`src/rtl/load_store_unit.sv`:
```
// RV32 memory-access stage: handshaked load/store FSM with byte lanes, load extension, DMEM ACK and bus timeout.
// Optional MISALIGN_TRAP_EN: misaligned requests trap without a bus cycle instead of being aligned down.
module load_store_unit #(
   parameter int ADDR_WIDTH     = 16,
   parameter int TIMEOUT_CYCLES = 15,
   parameter int CNT_WIDTH      = 8
) (
   input  logic                  clk,
   input  logic                  rst,
   input  logic                  halt,
   input  logic                  req_valid,
   output logic                  req_ready,
   input  logic [1:0]            req_op,
   input  logic [2:0]            req_size,
   input  logic [31:0]           req_addr,
   input  logic [31:0]           req_wdata,
   input  logic [4:0]            req_rd,
   output logic                  stall,
   output logic                  resp_valid,
   output logic [31:0]           resp_rdata,
   output logic [4:0]            resp_rd,
   output logic                  resp_err,
   output logic                  DMEM_REQ,
   output logic                  DMEM_READ_WRN,
   output logic [ADDR_WIDTH-1:0] DMEM_ADDRESS_BUS,
   output logic [3:0]            DMEM_BYTE_EN,
   output logic [31:0]           DMEM_DATA_OUT_BUS,
   input  logic [31:0]           DMEM_DATA_IN_BUS,
   input  logic                  DMEM_ACK
);

   typedef enum logic [1:0] {
      ST_IDLE   = 2'd0,
      ST_ACCESS = 2'd1,
      ST_RESP   = 2'd2
   } state_t;

   state_t                state_r;
   state_t                state_nxt_s;
   logic [ADDR_WIDTH-1:0] addr_r;
   logic [3:0]            be_r;
   logic [31:0]           wdata_r;
   logic                  read_wrn_r;
   logic [4:0]            rd_r;
   logic [2:0]            size_r;
   logic [1:0]            off_r;
   logic [CNT_WIDTH-1:0]  cnt_r;
   logic [31:0]           resp_rdata_r;
   logic [4:0]            resp_rd_r;
   logic                  resp_err_r;

   logic                  accept_s;
   logic                  misalign_s;
   logic                  trap_s;
   logic                  timeout_hit_s;
   logic [1:0]            eff_off_s;
   logic [3:0]            be_s;
   logic [31:0]           lane_wdata_s;
   logic [31:0]           lane_s;
   logic [31:0]           load_data_s;
   logic                  unused_addr_s;

   assign unused_addr_s = ^req_addr[31:ADDR_WIDTH];
   assign accept_s      = (state_r == ST_IDLE) && req_valid && !halt && !req_op[1];
   assign timeout_hit_s = (TIMEOUT_CYCLES != 0) && (cnt_r == CNT_WIDTH'(TIMEOUT_CYCLES - 1));

   // Request decode: lane offset (aligned down), byte enables, replicated store data, misalignment
   always_comb begin
      eff_off_s    = req_addr[1:0];
      be_s         = 4'b1111;
      lane_wdata_s = req_wdata;
      misalign_s   = 1'b0;
      case (req_size)
         3'b001, 3'b010: begin
            eff_off_s    = {req_addr[1], 1'b0};
            be_s         = 4'b0011 << eff_off_s;
            lane_wdata_s = {2{req_wdata[15:0]}};
            misalign_s   = req_addr[0];
         end
         3'b011, 3'b100: begin
            eff_off_s    = req_addr[1:0];
            be_s         = 4'b0001 << eff_off_s;
            lane_wdata_s = {4{req_wdata[7:0]}};
            misalign_s   = 1'b0;
         end
         default: begin
            eff_off_s    = 2'b00;
            be_s         = 4'b1111;
            lane_wdata_s = req_wdata;
            misalign_s   = (req_addr[1:0] != 2'b00);
         end
      endcase
   end

`ifdef MISALIGN_TRAP_EN
   assign trap_s = accept_s && misalign_s;
`else
   assign trap_s = 1'b0;
`endif

   // Load lane selection and zero/sign extension of the returned bus word
   always_comb begin
      lane_s = DMEM_DATA_IN_BUS >> {off_r, 3'b000};
      case (size_r)
         3'b001:  load_data_s = {16'h0000, lane_s[15:0]};
         3'b010:  load_data_s = {{16{lane_s[15]}}, lane_s[15:0]};
         3'b011:  load_data_s = {24'h00_0000, lane_s[7:0]};
         3'b100:  load_data_s = {{24{lane_s[7]}}, lane_s[7:0]};
         default: load_data_s = lane_s;
      endcase
   end

   // FSM state register
   always_ff @(posedge clk) begin
      if (rst) begin
         state_r <= ST_IDLE;
      end else begin
         state_r <= state_nxt_s;
      end
   end

   // FSM next-state logic; halt only gates acceptance and the exit from RESP
   always_comb begin
      state_nxt_s = state_r;
      case (state_r)
         ST_IDLE: begin
            if (accept_s) begin
               state_nxt_s = trap_s ? ST_RESP : ST_ACCESS;
            end else begin
               state_nxt_s = ST_IDLE;
            end
         end
         ST_ACCESS: begin
            if (DMEM_ACK || timeout_hit_s) begin
               state_nxt_s = ST_RESP;
            end else begin
               state_nxt_s = ST_ACCESS;
            end
         end
         ST_RESP: begin
            if (!halt) begin
               state_nxt_s = ST_IDLE;
            end else begin
               state_nxt_s = ST_RESP;
            end
         end
         default: state_nxt_s = ST_IDLE;
      endcase
   end

   // Request capture, timeout counting and response registers
   always_ff @(posedge clk) begin
      if (rst) begin
         addr_r       <= {ADDR_WIDTH{1'b0}};
         be_r         <= 4'b0000;
         wdata_r      <= 32'h0000_0000;
         read_wrn_r   <= 1'b1;
         rd_r         <= 5'd0;
         size_r       <= 3'b000;
         off_r        <= 2'b00;
         cnt_r        <= {CNT_WIDTH{1'b0}};
         resp_rdata_r <= 32'h0000_0000;
         resp_rd_r    <= 5'd0;
         resp_err_r   <= 1'b0;
      end else if (accept_s) begin
         addr_r     <= {req_addr[ADDR_WIDTH-1:2], 2'b00};
         be_r       <= be_s;
         wdata_r    <= lane_wdata_s;
         read_wrn_r <= ~req_op[0];
         rd_r       <= req_rd;
         size_r     <= req_size;
         off_r      <= eff_off_s;
         cnt_r      <= {CNT_WIDTH{1'b0}};
         if (trap_s) begin
            resp_rdata_r <= 32'h0000_0000;
            resp_rd_r    <= req_rd;
            resp_err_r   <= 1'b1;
         end
      end else if (state_r == ST_ACCESS) begin
         if (DMEM_ACK) begin
            resp_rdata_r <= read_wrn_r ? load_data_s : 32'h0000_0000;
            resp_rd_r    <= read_wrn_r ? rd_r : 5'd0;
            resp_err_r   <= 1'b0;
         end else if (timeout_hit_s) begin
            resp_rdata_r <= 32'h0000_0000;
            resp_rd_r    <= read_wrn_r ? rd_r : 5'd0;
            resp_err_r   <= 1'b1;
         end else begin
            cnt_r <= cnt_r + CNT_WIDTH'(1);
         end
      end
   end

   assign req_ready         = (state_r == ST_IDLE);
   assign stall             = (state_r != ST_IDLE);
   assign resp_valid        = (state_r == ST_RESP);
   assign resp_rdata        = resp_rdata_r;
   assign resp_rd           = resp_rd_r;
   assign resp_err          = resp_err_r;
   assign DMEM_REQ          = (state_r == ST_ACCESS);
   assign DMEM_READ_WRN     = read_wrn_r;
   assign DMEM_ADDRESS_BUS  = addr_r;
   assign DMEM_BYTE_EN      = be_r;
   assign DMEM_DATA_OUT_BUS = wdata_r;

endmodule

```
`config.mk`:
```
export PLATFORM = sky130hd
export DESIGN_NAME = load_store_unit
export DESIGN_NICKNAME = d
export VERILOG_FILES = /design/src/rtl/load_store_unit.sv
export SDC_FILE = /design/constraint.sdc
export NUM_CORES = 1
export LEC_CHECK = 0
export CAP_MARGIN = 5
export CORE_ASPECT_RATIO = 0.9
export CORE_UTILIZATION = 44
export CTS_CLUSTER_DIAMETER = 150
export DETAILED_ROUTE_END_ITERATION = 12
export GPL_ROUTABILITY_DRIVEN = 1
export PLACE_DENSITY = 0.9
export SYNTH_ARGS = -nofsm -noshare
export SYNTH_HDL_FRONTEND = slang
export SYNTH_SLANG_ARGS = --single-unit
export TNS_END_PERCENT = 20
```
`constraint.sdc`:
```
create_clock -name clk -period 2.4 [get_ports clk]
set_clock_uncertainty 0.1 [all_clocks]
set_input_delay 0.72 -clock clk [delete_from_list [all_inputs] [get_ports clk]]
set_output_delay 0.72 -clock clk [all_outputs]
set_load 0.01 [all_outputs]
```
==> results of run 1 <==
==> synthesized netlist by cell type (all sizes together), types with 2 or more instances <==
master / n
nand3: 4
and2: 2
xor2: 4
nand2b: 19
nor2b: 5
o2bb2ai: 7
buf: 27
clkbuf: 24
mux2i: 25
dfxtp: 109
inv: 14
nand2: 104
o211ai: 7
a21oi: 69
xnor2: 5
a2111oi: 3
o21ai: 15
nand4: 6
a211oi: 29
and3: 2
o211a: 8
a22oi: 8
or3: 3
mux2: 15
ha: 2
o32ai: 24
nor2: 58
==> layout make-up <==
class / count / area, sq um / share of cell area (%)
Tap cell: 156 / 195 / 2.47
Multi-Input combinational cell: 442 / 2830 / 35.9
Inverter: 14 / 52.6 / 0.666
Clock buffer: 9 / 225 / 2.86
Timing Repair Buffer: 237 / 2330 / 29.6
Clock inverter: 7 / 67.6 / 0.857
Sequential cell: 109 / 2180 / 27.7
==> cell families after synthesis <==
group | synth area share (%)
adders and majority gates | 0.470
DFF | 41.0
other | 0.0705
muxes | 8.30
buffers and inverters | 5.88
AOI/OAI and AO/OA | 24.5
xor gates and xnor gates | 1.83
and+or+nand+nor | 17.9
==> per-layer routing <==
layer	share of wire, %	GRT usage, %
met5	0	0
met4	1.2	6.41
met3	8.3	7.62
met2	49	44.1
met1	41	28.1
==> stage by stage <==
stage	util, %	instance area, sq um	std cells	power [uW]
after global placement	65.3	7590	958	2660
after CTS	67.9	7890	974	4120
after detailed placement	65.3	7590	958	2680
after global routing	67.9	7890	974	4250
final	67.9	7890	974	4090
after floorplan	-	5330	616	2270
==> final timing paths <==
check,cells past startpoint,to
hold reg to reg,2,DMEM_ADDRESS_BUS[9]
setup / recovery,3,DMEM_REQ
hold / removal,2,DMEM_ADDRESS_BUS[9]
setup reg to reg,4,resp_rdata[21]
==> sequential cells by signal (all words and copies together) (netlist names) <==
signal,flops
DMEM_ADDRESS_BUS,14
DMEM_BYTE_EN,4
DMEM_DATA_OUT_BUS,32
DMEM_READ_WRN,1
cnt_r,8
off_r,2
rd_r,5
resp_err,1
resp_rd,5
resp_rdata,32
size_r,3
state_r,2
==> critical path: cells and delay by family (launching register included) <==
| family | cells | cell delay (ns) |
|---|---|---|
| buffers and inverters | 2 | 0.63 |
| flip-flops | 1 | 0.46 |
| AND/OR/NAND/NOR | 1 | 0.11 |
==> power by group through the flow <==
stage,Sequential [uW],Combinational (uW),Clock (uW)
6_report,1900,745,1450
5_1_grt,1900,801,1540
4_1_cts,1900,746,1480
3_5_place_dp,1940,741,0
3_3_place_gp,1940,729,0
2_1_floorplan,1960,310,0
==> what timing repair did <==
action,4_1_cts,5_1_grt
hold buffers,0,0
setup buffers,0,0
endpoints found under the setup margin,1,1
resized for setup,1,0
==> results.py, run 1 <==
metrics = {
    "timing": {
        "period_share_pct": 98.1,
        "holdWs_ns": 0.356,
        "slew_violations": 0,
        "rsz0062_at_grt": "yes",
        "setup_slack_ns": 0.0455,
        "fin_crit_ns": 2.35,
        "finalHoldViolCount": 0,
        "tightest_slew_ns": 1.28,
        "relSlewSlack_pct": 14.3,
        "finalSetupTns_ns": 0,
        "setup_viol_count_final": 0,
        "fmax_mhz": 425,
    },
    "route": {
        "ant_nets": 0,
        "drt-total-wl_um": 15500,
        "drc_errors": 0,
        "first_pass_iters": 7,
        "routed_via_density": 5.39,
        "vias": 5250,
        "post_drt_wl_per_cell_um": 15.9,
        "drtIter0Drc": 328,
    },
    "logic_synthesis": {
        "synth_edf_count": 0,
        "netlist.top_cell.by_area": "dfxtp_1",
        "synth_cell_types": 53,
        "synth_cells": 615,
        "ys_seq_elements": 109,
        "synthesis.area_sq_um": 5320,
        "yosys-top-cells-area": "dfxtp_1 (41%), nand2_1 (7.3%), a21oi_1 (6.3%)",
        "syn_avg_cell_area_sq_um": 8.65,
        "ys_seq_area_share_pct": 41.0,
        "async_reset_ff_share_pct": 0,
        "ys_warn_count": 0,
        "synth_top_flop_cell": "dfxtp_1",
        "synth_top_area_share_pct": 41.0,
    },
    "clocking": {
        "path_clk_slew_ns": 0.08,
        "cts_max_level": 3,
        "clk_latency_ns": 0.33,
        "tritoncts": "done",
        "clock_path_buffers": 2,
        "cts-root-buf": "clkbuf_16",
        "numCtsBuffers": 9,
        "cts_num_sinks": 109,
    },
    "pwr": {
        "clock_power_share_pct": 35.4,
        "intPower_uw": 2990,
        "seqPwrFrac_pct": 46.4,
        "swShare_pct": 26.8,
        "cellLeakagePower_uw": 0.00281,
        "p_switching_uw": 1100,
        "power_frac_comb_pct": 18.2,
        "vdd_drop_max_uv": 315,
        "p_per_area_nw_per_um2": 519,
    },
    "place": {
        "io_buffers": 187,
        "dp_hpwl_um": 11500,
        "globalplace.congestion": 0.878,
        "place_ws_ns": -0.197,
    },
    "layout": {
        "mostFrequentLayoutCell": "clkdlybuf4s50_1",
        "n_fill_cell": 925,
        "syn2layout_area_growth_pct": 48.2,
        "diodes": 0,
        "drive_above_1_share_pct": 13.2,
        "layout_common_cells": "clkdlybuf4s50_1 (186), dfxtp_1 (108), nand2_1 (104), a21oi_1 (67), nor2_1 (55)",
        "nets": 926,
    },
    "setup_path": {
        "cp_cell_sequence": "nand2b_1 -> inv_1 -> clkdlybuf4s50_1",
        "worstPathRequired_ns": 1.58,
        "cp.arrival_ns": 1.53,
        "cpMaxStageDelayCell": "clkdlybuf4s50_1",
        "crit_path_end_kind": "output pin",
        "reg2reg_slack_ns": 0.26,
        "critPathLaunch": "state_r[0]",
        "start_kind": "flip-flop",
        "critPathKind": "flip-flop to output pin",
        "critPathMaxFanout": 6,
        "worstReg2RegStart": "size_r[0]",
        "cp_slowest_stage_delay_ns": 0.55,
    },
    "floorplanning": {
        "ios": 206,
        "die_h_um": 106,
        "coreArea_sq_um": 11600,
        "dieArea_sq_um": 12500,
        "start_util_pct": 45.8,
        "die_w_um": 118,
        "rows": 37,
    },
    "status": {
        "status": "completed",
    },
    "hold_path": {
        "holdCritPathClass": "flip-flop to flip-flop",
        "min_from": "DMEM_ADDRESS_BUS[9]",
    },
    "global_route": {
        "antenna_found_initial": 0,
        "gr-usage-all-layers_pct": 24.5,
        "grt_max_degree": 68,
        "overflow": 0,
        "grt_pass1_vias": 5058,
        "grt_pass1_wl_um": 24800,
    },
    "flow_run": {
        "maxCapViolCount": 0,
    },
}
Note: power is estimated with default switching activity, not from simulation.
==> run 2: changes to the inputs <==
- SLEW_MARGIN: unset -> 25
==> run 2 against run 1 <==
Compared with the run above: non-clock buffer count stayed put; critical path depth is the same; die area stayed put; flip-flop and latch count is the same; worst setup slack improved by 0.040 ns; final cell count stayed put; first-iteration DRC count rose by 18%; global-route usage is 0.14 points higher; utilization rose by 0.075 points; routed wire length is 0.38% higher; hold slack about the same; sequential share of layout area about the same; critical path type unchanged; critical endpoint unchanged; highest routed layer unchanged.
==> results.py, run 2 (synthesis gave the netlist of run 1 again) <==
metrics = {
    "timing": {
        "finalHoldViolCount": 0,
        "rsz0062_at_grt": "no",
        "period_share_pct": 96.4,
        "slew_violations": 0,
        "holdWs_ns": 0.356,
        "tightest_slew_ns": 0.751,
        "relSlewSlack_pct": 49.7,
        "fin_crit_ns": 2.31,
        "finalSetupTns_ns": 0,
        "setup_viol_count_final": 0,
        "fmax_mhz": 432,
    },
    "place": {
        "globalplace.congestion": 0.878,
        "io_buffers": 187,
        "dp_hpwl_um": 11500,
        "post-place-cells": 958,
    },
    "floorplanning": {
        "ios": 206,
        "dieArea_sq_um": 12500,
        "die_w_um": 118,
        "die_h_um": 106,
        "coreArea_sq_um": 11600,
        "rows": 37,
        "start_util_pct": 45.8,
    },
    "layout": {
        "final_cells": 974,
        "multiInputGateArea_sq_um": 2840,
        "diodes": 0,
        "n_fill_cell": 903,
        "mostFrequentLayoutCell": "clkdlybuf4s50_1",
        "drive_above_1_share_pct": 13.6,
        "syn2layout_area_growth_pct": 48.4,
        "register_area_sq_um": 2180,
        "layout_common_cells": "clkdlybuf4s50_1 (186), dfxtp_1 (107), nand2_1 (104), a21oi_1 (67), nor2_1 (55)",
        "nets": 926,
    },
    "global_route": {
        "use_met3_pct": 8.26,
        "grt_pass1_wl_um": 24700,
        "grt_use_met2_pct": 44.2,
        "gr-usage-all-layers_pct": 24.7,
        "overflow": 0,
        "grt_max_degree": 68,
        "grt_util_met1_pct": 27.6,
        "busiest_layer": "met2",
        "antenna_found_initial": 0,
        "grt_pass1_vias": 5057,
    },
    "hold_path": {
        "holdCritPathClass": "flip-flop to flip-flop",
    },
    "clocking": {
        "cts_setup_buffers": 0,
        "cts_num_sinks": 109,
        "cts-root-buf": "clkbuf_16",
        "path_clk_slew_ns": 0.08,
        "clk_latency_ns": 0.34,
        "tritoncts": "done",
        "numCtsBuffers": 9,
        "clock_path_buffers": 2,
        "cts_max_level": 3,
    },
    "status": {
        "status": "completed",
    },
    "pwr": {
        "vdd_drop_max_uv": 295,
        "p_per_area_nw_per_um2": 521,
        "cellLeakagePower_uw": 0.00282,
        "power_uw": 4110,
    },
    "route": {
        "ant_nets": 0,
        "drc_errors": 0,
        "vias": 5225,
        "post_drt_wl_per_cell_um": 16.0,
        "drtIter0Drc": 386,
        "first_pass_iters": 5,
        "routed_via_density": 5.36,
        "drt-total-wl_um": 15600,
    },
    "setup_path": {
        "critPathKind": "flip-flop to output pin",
        "worstPathRequired_ns": 1.58,
        "cp.arrival_ns": 1.49,
        "critPathMaxFanout": 6,
        "start_kind": "flip-flop",
        "crit_path_end_kind": "output pin",
    },
    "flow_run": {
        "maxCapViolCount": 0,
    },
}
## run 2: where the power goes
part / switching [uW] / internal [uW] / total, uW
Combinational: 342 / 404 / 746
Clock: 739 / 732 / 1470
Sequential: 33.9 / 1860 / 1900
Total: 1120 / 3000 / 4110
## run 2: layout make-up
cell class                      instances  share of cell area, %
Sequential cell                       109                   27.7
Clock buffer                            9                   2.85
Tap cell                              156                   2.47
Multi-Input combinational cell        442                   36.0
Clock inverter                          7                  0.824
Inverter                               14                  0.666
Timing Repair Buffer                  237                   29.5
## run 2: worst max-delay path, cell delays in order, from the launching register on
cell	delay (ns)
dfxtp_2	0.36
nand2b_1	0.17
inv_1	0.08
clkdlybuf4s50_1	0.54
## run 2: through the flow
step,area (sq um),setup WS (ns),utilization [%]
finish,7900,0.0860,68.0
detailed placement,7600,-0.188,65.4
global route,7900,0.0418,68.0
global placement,7590,-0.125,65.3
floorplan,5330,0.406,-
CTS,7890,0.0182,67.9
## run 2: worst paths after layout
path / endpoint / startpoint / slack (ns) / depth (start not counted)
max reg2reg: cnt_r[2] / cnt_r[0] / 0.38 / 6
min reg2reg: DMEM_ADDRESS_BUS[9] / DMEM_ADDRESS_BUS[9] / 0.36 / 2
max: DMEM_REQ / state_r[1] / 0.09 / 3
min: DMEM_ADDRESS_BUS[9] / DMEM_ADDRESS_BUS[9] / 0.36 / 2
## run 2: what timing repair did
action | 4_1_cts | 5_1_grt
hold buffers | 0 | 0
gates resized for setup | 1 | 2
pin swaps | 0 | 0
setup endpoints to repair | 1 | 2
## run 2: per-layer routing
layer,routed length [um],vias to the layer above
li1,-,2565
met1,6260,2426
met2,7700,209
met3,1340,25
met4,258,0
met5,0,-
==> run 3: changes to the inputs <==
- CTS_CLUSTER_SIZE: unset -> 24
==> results of run 3 <==
Final layout, timing and power as in run 2 (identical DEF).
